<file path="src/rtl/shift_arb_pkg.sv">
// rtl/shift_arb_pkg.sv - operation field widths, encodings and operation record for shift_arb
package shift_arb_pkg;

  localparam int DATA_W  = 8;
  localparam int SHAMT_W = 3;

  localparam logic DIR_LEFT   = 1'b1;
  localparam logic FILL_ARITH = 1'b1;

  typedef struct packed {
    logic [DATA_W-1:0]  din;
    logic [SHAMT_W-1:0] shamt;
    logic               lr;
    logic               al;
  } shift_op_t;

endpackage

</file>
<file path="src/rtl/barrel_shift8.sv">
// rtl/barrel_shift8.sv - combinational 8-bit log barrel shifter, left or right, logical or arithmetic
module barrel_shift8
  import shift_arb_pkg::*;
(
  input  logic [DATA_W-1:0]  din,
  input  logic [SHAMT_W-1:0] shamt,
  input  logic               lr,
  input  logic               al,
  output logic [DATA_W-1:0]  dout
);

  logic              w_left;
  logic              w_fill;
  logic [DATA_W-1:0] w_s1;
  logic [DATA_W-1:0] w_s2;
  logic [DATA_W-1:0] w_s3;

  assign w_left = (lr == DIR_LEFT);
  // Only an arithmetic right shift replicates the sign bit; left shifts always fill with 0.
  assign w_fill = !w_left && (al == FILL_ARITH) && din[7];

  always_comb begin
    w_s1 = din;
    if (shamt[0]) w_s1 = w_left ? {din[6:0], 1'b0} : {w_fill, din[7:1]};
    w_s2 = w_s1;
    if (shamt[1]) w_s2 = w_left ? {w_s1[5:0], 2'b00} : {{2{w_fill}}, w_s1[7:2]};
    w_s3 = w_s2;
    if (shamt[2]) w_s3 = w_left ? {w_s2[3:0], 4'h0} : {{4{w_fill}}, w_s2[7:4]};
  end

  assign dout = w_s3;

endmodule

</file>
<file path="src/rtl/shift_arb.sv">
// rtl/shift_arb.sv - two-requester round-robin arbiter sharing one barrel shifter and one result slot
module shift_arb
  import shift_arb_pkg::*;
(
  input  logic               clk,
  input  logic               rst_n,
  input  logic               req0_valid,
  output logic               req0_ready,
  input  logic [DATA_W-1:0]  req0_din,
  input  logic [SHAMT_W-1:0] req0_shamt,
  input  logic               req0_lr,
  input  logic               req0_al,
  input  logic               req1_valid,
  output logic               req1_ready,
  input  logic [DATA_W-1:0]  req1_din,
  input  logic [SHAMT_W-1:0] req1_shamt,
  input  logic               req1_lr,
  input  logic               req1_al,
  output logic               rsp_valid,
  input  logic               rsp_ready,
  output logic [DATA_W-1:0]  rsp_dout,
  output logic               rsp_id
);

  logic              r_valid;
  logic [DATA_W-1:0] r_dout;
  logic              r_id;
  logic              r_prio;

  logic              w_slot_free;
  logic              w_grant0;
  logic              w_grant1;
  logic              w_sel;
  logic              w_accept;
  shift_op_t         w_op0;
  shift_op_t         w_op1;
  shift_op_t         w_op;
  logic [DATA_W-1:0] w_shifted;

  // The slot can be refilled in the same cycle its current result leaves.
  assign w_slot_free = !r_valid || rsp_ready;

  assign w_grant0 = req0_valid && (!req1_valid || (r_prio == 1'b0));
  assign w_grant1 = req1_valid && (!req0_valid || (r_prio == 1'b1));

  assign req0_ready = rst_n && w_slot_free && w_grant0;
  assign req1_ready = rst_n && w_slot_free && w_grant1;
  assign w_accept   = req0_ready || req1_ready;
  assign w_sel      = w_grant1;

  assign w_op0 = '{din: req0_din, shamt: req0_shamt, lr: req0_lr, al: req0_al};
  assign w_op1 = '{din: req1_din, shamt: req1_shamt, lr: req1_lr, al: req1_al};
  assign w_op  = w_sel ? w_op1 : w_op0;

  barrel_shift8 u_shift (
    .din   (w_op.din),
    .shamt (w_op.shamt),
    .lr    (w_op.lr),
    .al    (w_op.al),
    .dout  (w_shifted)
  );

  always_ff @(posedge clk) begin
    if (!rst_n) begin
      r_valid <= 1'b0;
      r_dout  <= '0;
      r_id    <= 1'b0;
      r_prio  <= 1'b0;
    end else if (w_accept) begin
      r_valid <= 1'b1;
      r_dout  <= w_shifted;
      r_id    <= w_sel;
      r_prio  <= ~w_sel;
    end else if (rsp_ready) begin
      r_valid <= 1'b0;
    end
  end

  assign rsp_valid = r_valid;
  assign rsp_dout  = r_dout;
  assign rsp_id    = r_id;

endmodule

</file>
<file path="config.mk">
export PLATFORM = sky130hd
export DESIGN_NAME = shift_arb
export DESIGN_NICKNAME = d
export VERILOG_FILES = /design/src/rtl/shift_arb_pkg.sv /design/src/rtl/barrel_shift8.sv /design/src/rtl/shift_arb.sv
export SDC_FILE = /design/constraint.sdc
export NUM_CORES = 1
export LEC_CHECK = 0
export CORE_MARGIN = 2
export CORE_UTILIZATION = 40
export DETAILED_ROUTE_END_ITERATION = 6
export PLACE_DENSITY = 0.79
export SETUP_SLACK_MARGIN = 0.02
export SYNTH_ARGS = -nofsm -noshare
export SYNTH_HDL_FRONTEND = slang
export SYNTH_SLANG_ARGS = --single-unit
</file>
<file path="constraint.sdc">
create_clock -name clk -period 5.5 [get_ports clk]
set_input_delay 1.1 -clock clk [delete_from_list [all_inputs] [get_ports clk]]
set_output_delay 1.1 -clock clk [all_outputs]
set_load 0.02 [all_outputs]
</file>
==> impl_metrics.json <==
{
  "yosys-top-cells-area": "dfxtp_1 14%, mux2i_1 11%, a21oi_1 7.8%",
  "p_int_mw": 0.217,
  "slew_violations": 0,
  "synth_nets": 250,
  "syn2layout_area_growth_pct": 28.7,
  "peakVddDrop_v": 0.0000650,
  "htreeDepth": 1,
  "setup_viol": 0,
  "yosys_register_bits": 11,
  "tns_ns": 0,
  "pin_count": 43,
  "async_flop_share": 0,
  "worstPathRequired_ns": 4.40,
  "drtPass1Iterations": 4,
  "start_kind": "primary input",
  "seq_power_share": 0.269,
  "synth_fa_ha_area_frac": 0,
  "avgSynthCellArea_um2": 6.99,
  "syn_inst": 219,
  "syn_area_um2": 1530,
  "ant_nets": 0,
  "relSlewSlack": 0.389,
  "hold_viol": 0,
  "die_h_um": 65.9,
  "drv_cap": 0,
  "min_path_type": "reg2reg",
  "finalCritPeriodShare": 0.765,
  "clock_latency_ns": 0.24,
  "nNetsFinal": 279,
  "insertedDiodeCount": 0,
  "antenna_found_initial": 0,
  "synth_edf_count": 0,
  "skew_ns": 0.00861,
  "die_area_um2": 4340,
  "sw_frac_of_total": 0.372,
  "io_buffer_count": 42,
  "synthXorXnorAreaFrac": 0,
  "dpl_cell_area_um2": 1930,
  "synth_ff_type": "dfxtp_1",
  "fillerInstances": 372,
  "pwr-share-clk": 0.234,
  "synthSimpleGateAreaFrac": 0.249,
  "gp_congestion": 0.977,
  "std_cell_rows": 22,
  "synth_compound_area_frac": 0.361,
  "tightest_slew_ns": 0.914,
  "synth_top_family_by_area": "compound AO/OA/AOI/OAI gates",
  "drc": 0,
  "grt_pass1_vias": 1617,
  "track_usage": 0.225,
  "final_design_area_no_fill_um2": 1970,
  "setup_ws_ns": 1.29,
  "preCtsSetupSlack_ns": 1.36,
  "ys_warn_count": 0,
  "cts_setup_buffers": 0,
  "cts.path.max_buffers": 2,
  "cts.root.buffer_cell": "clkbuf_8",
  "place.detailed.hpwl_um": 3600,
  "fp.dieW_um": 65.9,
  "cts.sinks": 11,
  "grt_overflow": 0,
  "cp_data_arrival_time_ns": 3.11,
  "seq_area_frac_synth": 0.144,
  "core-area_um2": 3660,
  "hold_buffers": 0,
  "regArea_um2": 220,
  "cts_tree": "done",
  "vias": 1828,
  "switchingPower_mw": 0.129,
  "wire_per_inst_um": 15.8,
  "synth_top_area_frac": 0.144,
  "start_util": 0.418,
  "synth.area.mux_share": 0.187,
  "drt_iter0_drc": 184,
  "cts_resized": 0,
  "grt_max_degree": 30,
  "criticalPathCategory": "in2out",
  "power.density_nw_per_um2": 176,
  "synth_most_common_cell": "nor2_1",
  "p_leak_nw": 0.717,
  "via_per_inst": 6.20,
  "rsz0062_at_grt": "no",
  "cts_buffers": 3,
  "combPwrFrac": 0.498,
  "totalWireLength_um": 4670,
  "yosysTopAreaCell": "dfxtp_1",
  "grt_pass1_wl_um": 7700,
  "cp-end-kind": "output pin",
  "max_freq_mhz": 238,
  "critPathMaxFanout": 16,
  "drive_gt1_frac": 0.0688,
  "ys_types": 41,
  "min_period_ns": 4.21,
  "synthTopCellsByCount": "28 x nor2_1, 24 x a21oi_1, 17 x mux2i_1",
  "clkSlewWorstSetupHoldPaths_ns": 0.05,
  "status": "finished clean",
  "multi_input_area_um2": 1220
}
[final cells by class]
| type | count | share of cell area |
|---|---|---|
| Multi-Input combinational cell | 189 | 0.620 |
| Timing Repair Buffer | 42 | 0.213 |
| Sequential cell | 11 | 0.112 |
| Tap cell | 48 | 0.0305 |
| Clock buffer | 4 | 0.0229 |
| Inverter | 1 | 0.00190 |
[path summary, 6_finish.rpt]
check	start	end	slack (ns)	cells past startpoint
worst max register to register	r_prio	rsp_dout[0]	3.06	6
worst min register to register	rsp_dout[7]	rsp_dout[7]	0.48	2
worst min-delay path	rsp_dout[7]	rsp_dout[7]	0.48	2
worst max-delay path	req1_valid	req1_ready	1.29	4
[power by group through the flow]
stage	clock network, mW	registers [mW]	logic [mW]
floorplan	0	0.104	0.0966
global placement	0	0.0942	0.169
detailed placement	0	0.0945	0.170
CTS	0.0848	0.0929	0.170
global route	0.0869	0.0935	0.189
finish	0.0808	0.0929	0.172
[layout by cell type, fill, tap and decap left out, drive strengths merged]
| master | Yosys | final |
|---|---|---|
| dfxtp | 11 | 11 |
| nand3b | 2 | 2 |
| a221oi | 4 | 4 |
| o21ai | 15 | 15 |
| o31ai | 2 | 2 |
| a21oi | 24 | 24 |
| mux2i | 17 | 17 |
| o21a | 1 | 1 |
| o22ai | 3 | 3 |
| nand2b | 10 | 10 |
| a222oi | 1 | 1 |
| nor2 | 28 | 28 |
| nand3 | 8 | 8 |
| nor3 | 2 | 2 |
| a41oi | 3 | 3 |
| a2111o | 1 | 1 |
| mux2 | 10 | 10 |
| o2111a | 1 | 1 |
| a21boi | 3 | 3 |
| a31o | 1 | 1 |
| and3 | 2 | 2 |
| a31oi | 7 | 7 |
| nor2b | 8 | 8 |
| inv | 1 | 1 |
| a311oi | 4 | 4 |
| clkdlybuf4s50 | 0 | 42 |
| a2111oi | 1 | 1 |
| o21bai | 2 | 2 |
| and2 | 2 | 2 |
| nand2 | 16 | 16 |
| a211oi | 5 | 5 |
| or4 | 1 | 1 |
| o41ai | 1 | 1 |
| clkbuf | 8 | 4 |
| a311o | 1 | 1 |
| o211ai | 2 | 2 |
| o211a | 1 | 1 |
[metrics by stage]
step	power [mW]	hold WS, ns	cells	util
CTS	0.348	0.478	295	0.538
global route	0.369	0.495	295	0.538
global placement	0.263	0.460	291	0.526
finish	0.346	0.475	295	0.538
floorplan	0.200	0.486	219	-
detailed placement	0.264	0.468	291	0.526
[metal layers]
metal,wire length [µm],vias to the layer above,track usage
met1,2080,848,0.308
met2,2130,85,0.360
li1,-,889,-
met3,389,6,0.0375
met4,72,0,0.0677
met5,0,-,0
[flip-flops by register name, summed over array words and instances (netlist names)]
register / flops
rsp_dout: 8
rsp_id: 1
rsp_valid: 1
r_prio: 1
[critical path, stage by stage]
cell and delay (ns):
clkdlybuf4s50_1 0.82, nand2_1 0.39, nor2_1 0.18, clkdlybuf4s50_1 0.62
[logic make-up (layout without fill, tap and decap cells)]
group                  count (synthesis)  count (layout)
DFF                                   11              11
and+or+nand+nor                       79              79
AOI/OAI and AO/OA                     83              83
buffers and inverters                 19              47
muxes                                 27              27
Power figures use the tool's default switching activity.
